File: config.mk
export PLATFORM = sky130hd
export DESIGN_NAME = rom_lookup_arbiter
export DESIGN_NICKNAME = d
export VERILOG_FILES = /design/src/rtl/rom_lookup_arbiter.sv
export SDC_FILE = /design/constraint.sdc
export NUM_CORES = 1
export LEC_CHECK = 0
export ABC_AREA = 1
export CORE_MARGIN = 3
export CORE_UTILIZATION = 25
export CTS_BUF_LIST = sky130_fd_sc_hd__clkbuf_8
export DETAILED_ROUTE_END_ITERATION = 8
export GPL_TIMING_DRIVEN = 0
export PLACE_DENSITY = 0.59
export SYNTH_ARGS = -nofsm -noshare
export SYNTH_HDL_FRONTEND = slang
export SYNTH_SLANG_ARGS = --single-unit
File: constraint.sdc
create_clock -name clk -period 1.6 [get_ports clk]
set_input_delay 0.4 -clock clk [delete_from_list [all_inputs] [get_ports clk]]
set_output_delay 0.4 -clock clk [all_outputs]
set_load 0.01 [all_outputs]
File: src/rtl/rom_lookup_arbiter.sv
// Round-robin arbiter sharing one 16x1 combinational ROM between NREQ requesters.
// Only one lookup is in flight; the bit returns on a per-requester valid/ready channel.
module rom_lookup_arbiter #(
  parameter int NREQ = 4,
  parameter int IDXW = 2
) (
  input  logic              clk,
  input  logic              rst,
  input  logic [NREQ-1:0]   req_valid,
  input  logic [4*NREQ-1:0] req_addr,
  output logic [NREQ-1:0]   req_ready,
  output logic [NREQ-1:0]   rsp_valid,
  output logic              rsp_data,
  input  logic [NREQ-1:0]   rsp_ready,
  output logic [3:0]        rom_addr,
  input  logic              rom_data,
  output logic              busy
);

  typedef enum logic [1:0] {
    IDLE = 2'd0,
    READ = 2'd1,
    RESP = 2'd2
  } state_t;

  localparam logic [NREQ-1:0] ONE_HOT0 = {{(NREQ-1){1'b0}}, 1'b1};

  state_t          state_r;
  state_t          state_nx_s;
  logic [IDXW-1:0] rr_ptr_r;
  logic [IDXW-1:0] owner_r;
  logic [IDXW-1:0] grant_idx_s;
  logic [IDXW-1:0] cand_idx_s;
  logic [IDXW-1:0] next_ptr_s;
  logic [IDXW:0]   cand_sum_s;
  logic            grant_found_s;
  logic            grant_s;

  // Rotating search; walking offsets downward leaves the nearest-to-pointer winner last.
  always_comb begin
    grant_found_s = 1'b0;
    grant_idx_s   = '0;
    cand_sum_s    = '0;
    cand_idx_s    = '0;
    for (int i = NREQ - 1; i >= 0; i--) begin
      cand_sum_s    = {1'b0, rr_ptr_r} + (IDXW+1)'(i);
      cand_idx_s    = (cand_sum_s >= (IDXW+1)'(NREQ)) ?
                      IDXW'(cand_sum_s - (IDXW+1)'(NREQ)) : IDXW'(cand_sum_s);
      grant_idx_s   = req_valid[cand_idx_s] ? cand_idx_s : grant_idx_s;
      grant_found_s = grant_found_s | req_valid[cand_idx_s];
    end
  end

  assign grant_s    = (state_r == IDLE) && grant_found_s && !rst;
  assign next_ptr_s = (grant_idx_s == IDXW'(NREQ - 1)) ? '0 : grant_idx_s + IDXW'(1);
  assign req_ready  = grant_s ? (ONE_HOT0 << grant_idx_s) : '0;

  // Next-state selection for the IDLE -> READ -> RESP lookup sequence.
  always_comb begin
    state_nx_s = state_r;
    case (state_r)
      IDLE: begin
        if (grant_found_s) begin
          state_nx_s = READ;
        end else begin
          state_nx_s = IDLE;
        end
      end
      READ: state_nx_s = RESP;
      RESP: begin
        if (rsp_ready[owner_r]) begin
          state_nx_s = IDLE;
        end else begin
          state_nx_s = RESP;
        end
      end
      default: state_nx_s = IDLE;
    endcase
  end

  // State, pointer, ROM address and response registers; reset aborts any lookup.
  always_ff @(posedge clk) begin
    if (rst) begin
      state_r   <= IDLE;
      rr_ptr_r  <= '0;
      owner_r   <= '0;
      rom_addr  <= 4'd0;
      rsp_valid <= '0;
      rsp_data  <= 1'b0;
      busy      <= 1'b0;
    end else begin
      state_r <= state_nx_s;
      busy    <= (state_nx_s != IDLE);
      case (state_r)
        IDLE: begin
          if (grant_found_s) begin
            rom_addr <= req_addr[{grant_idx_s, 2'b00} +: 4];
            owner_r  <= grant_idx_s;
            rr_ptr_r <= next_ptr_s;
          end
        end
        READ: begin
          rsp_data  <= rom_data;
          rsp_valid <= ONE_HOT0 << owner_r;
        end
        RESP: begin
          if (rsp_ready[owner_r]) begin
            rsp_valid <= '0;
          end
        end
        default: begin
          rsp_valid <= '0;
        end
      endcase
    end
  end

endmodule

==> out/qor.csv <==
stage,metric,value,unit
sta,endpoints failing hold,0,
synth,Mapped Nets,205,
sta,achievable frequency,458,MHz
status,status,"finished, violations left",
synth,Syn Inst Count,178,
sta,setup violators final,12,
flow_run,Max Cap Viol,0,
power_and_ir_drop,PwrDens,1960,nW/µm²
routing,Max Used Layer,met4,
routing,wl on met1,1540,µm
routing,vias per cell,4.42,
synth,Synth area leader,dfxtp_1,
cells_and_area,area of the multi-input gates,805,µm²
floorplanning,Total Die Area,5380,µm²
power_and_ir_drop,switching share of power,0.462,
cells_and_area,Area Overhead vs Synth,75.8,%
global_routing,vias in the first global route,1225,
synth,number of synthesized flops with an enable pin,0,
clocking,Clock Root Buffer,clkbuf_8,
synth,Synth area leaders,"dfxtp_1 (28%), nand3_1 (13%), nand2_1 (13%), inv_1 (10%), nor2_1 (4.6%)",
hold_path,Hold Startpoint,rsp_valid[1]$_SDFFE_PP0P_,
floorplanning,floorplan row count,23,
routing,Pre-antenna DRT Iters,5,
placed_design,dpl hpwl,2300,µm
global_routing,largest net degree at the start of global routing,11,
synth,sequential share of the synthesized area,0.283,
sta,Max transition margin,0.699,
routing,antenna-violating nets left,0,
routing,initial DRC count,37,
floorplanning,I/O pin count,41,
sta,RSZ-0062 raised after global routing,true,
floorplanning,core area,4170,µm²
synth,synthesis warning total,0,
sta,Final period util,1.37,
sta,Clock Skews,0.00168,ns
hold_path,HP Class,register to register,
clocking,cts bufs inserted,3,
floorplanning,starting density of the core,0.272,
power_and_ir_drop,Clk pwr share,0.076,
floorplanning,chip width,73.3,µm
cells_and_area,nets@finish,272,
synth,ys flop type,dfxtp_1,
status,violated checks,setup timing,
power_and_ir_drop,Net Switching,1.81,mW
synth,Synth Register Bits,16,
power_and_ir_drop,Leak,0.961,nW
power_and_ir_drop,Int Power,2.10,mW
clocking,clk slew on worst S/H paths,0.06,ns
clocking,clock buffer depth,2,
routing,final wirelength,3370,µm
synth,ys async rst share,0,
global_routing,total gr overflow,0,
routing,metal2 WL,1680,µm
critical_path,required time worst endpoint,1.20,ns
routing,vias,1296,
routing,Residual DRC,0,
power_and_ir_drop,VDD IR max,0.000688,V
routing,wire per inst,11.5,µm
clocking,CTS tree,yes,
synth,most frequent cell after synthesis,nand2_1,
cells_and_area,Reg area,325,µm²
sta,setup ws final,-0.585,ns
placed_design,Post-DP Area,1640,µm²
critical_path,CP endpoint kind,primary output,
synth,Post-synth top cells,"nand2_1 (38), inv_1 (31), nand3_1 (30)",
global_routing,Total Routing Usage GR,0.127,
cells_and_area,post-route cell area,1990,µm²
routing,met3 wire length,118,µm
clocking,H-tree Lvls,1,
critical_path,reg-to-reg startpoint,rr_ptr_r[0]$_SDFFE_PP0P_,
floorplanning,Die Ht,73.3,µm
synth,Mapped Avg Cell Area,6.37,µm²
synth,distinct cell type count after synthesis,26,
critical_path,Worst Setup SP,rr_ptr_r[0]$_SDFFE_PP0P_,
critical_path,Worst Setup Path Type,register to primary output,
cells_and_area,layout cells sized above 1,0.366,
power_and_ir_drop,combinational power share,0.758,
global_routing,first-pass GRT wire length,5460,µm
cells_and_area,Antenna Cells,0,
synth,Synth top area share,0.283,
global_routing,initial antenna violation count,0,
placed_design,routability cong.,0.829,
cells_and_area,number of fill cells,426,
critical_path,maximum fanout along the worst path,5,
synth,synthesized area,1130,µm²
sta,worst slew pin tran,0.452,ns
sta,Final Max Slew Viols,0,
clocking,clk sinks,16,
sta,crit path time final,2.18,ns
clocking,worst skew pair latency,0.25,ns
placed_design,Placed Cells incl. Taps,268,
sta,Post-Route Setup TNS,-3.27,ns
power_and_ir_drop,Flop pwr share,0.166,
critical_path,WP data arrival,1.78,ns
placed_design,I/O Buffers,40,
cells_and_area,Non-Filler Instances,293,
critical_path,startpoint types,register,
stage by stage:
stage | worst slack, ns | total power [mW] | util | hold WS (ns)
after global routing | -0.637 | 4.21 | 0.478 | 0.477
final | -0.585 | 3.91 | 0.478 | 0.463
after detailed placement | -1.25 | 2.68 | 0.393 | 0.457
after floorplan | -0.112 | 2.14 | - | 0.485
after CTS | -0.608 | 3.56 | 0.449 | 0.467
after global placement | -1.28 | 2.68 | 0.393 | 0.456
cell type report:
| class | count | area share |
|---|---|---|
| Inverter | 36 | 0.0741 |
| Tap cell | 50 | 0.0314 |
| Clock buffer | 3 | 0.0207 |
| Buffer | 4 | 0.0207 |
| Sequential cell | 16 | 0.163 |
| Timing Repair Buffer | 62 | 0.286 |
| Multi-Input combinational cell | 122 | 0.404 |
placed cells by master, fill, tap and decap left out, drive strengths merged, types with 2 or more instances in the layout:
cell type      count
clkbuf             5
a31oi              2
o21ai              4
nand3b             5
a21oi              8
clkdlybuf4s15      2
dfxtp             16
nor2              18
buf               29
clkdlybuf4s50     32
inv               35
nand2             47
nand3             34
power groups by stage:
stage / Clock [mW] / Combinational, mW / Sequential [mW]
3_3_place_gp: 0 / 2.05 / 0.636
5_1_grt: 0.313 / 3.22 / 0.675
3_5_place_dp: 0 / 2.05 / 0.635
4_1_cts: 0.307 / 2.60 / 0.645
6_report: 0.297 / 2.97 / 0.649
2_1_floorplan: 0 / 1.49 / 0.650
final timing paths:
path	to	slack [ns]	cells past startpoint
worst min register to register	rsp_valid[1]$_SDFFE_PP0P_	0.46	2
worst max-delay path	req_ready[0]	-0.58	10
worst max register to register	rr_ptr_r[1]$_SDFFE_PP0P_	-0.23	14
worst min-delay path	rsp_valid[1]$_SDFFE_PP0P_	0.46	2
kinds of logic after synthesis:
logic type | share of synthesized area
flip-flops | 0.283
AND/OR/NAND/NOR | 0.490
buffers and inverters | 0.150
AO/OA/AOI/OAI | 0.0773
flip-flops by register name, summed over array words and instances, names as in the netlist:
| register | count |
|---|---|
| rsp_data | 1 |
| owner_r | 2 |
| rr_ptr_r | 2 |
| rom_addr | 4 |
| state_r | 2 |
| busy | 1 |
| rsp_valid | 4 |
repair_timing:
item / 4_1_cts / 5_1_grt
setup endpoints to repair: 12 / 13
cloned: 2 / 0
resized for setup: 54 / 25
hold buffers: 0 / 0
buffers inserted: 14 / 7
pin swaps: 18 / 21
routing by layer:
layer,vias up,global-route usage
met3,2,0.0233
met2,25,0.218
met5,-,0
met1,577,0.167
li1,692,-
met4,0,0.0241
critical path: stages (launching register included):
cell	delay [ns]
dfxtp_2	0.34
buf_6	0.14
nand2_4	0.06
and2_4	0.14
nor2_4	0.04
buf_6	0.11
nand2_4	0.05
nand3_4	0.09
buf_6	0.14
nor4_4	0.26
buf_2	0.17
(Power assumes the default switching activity.)
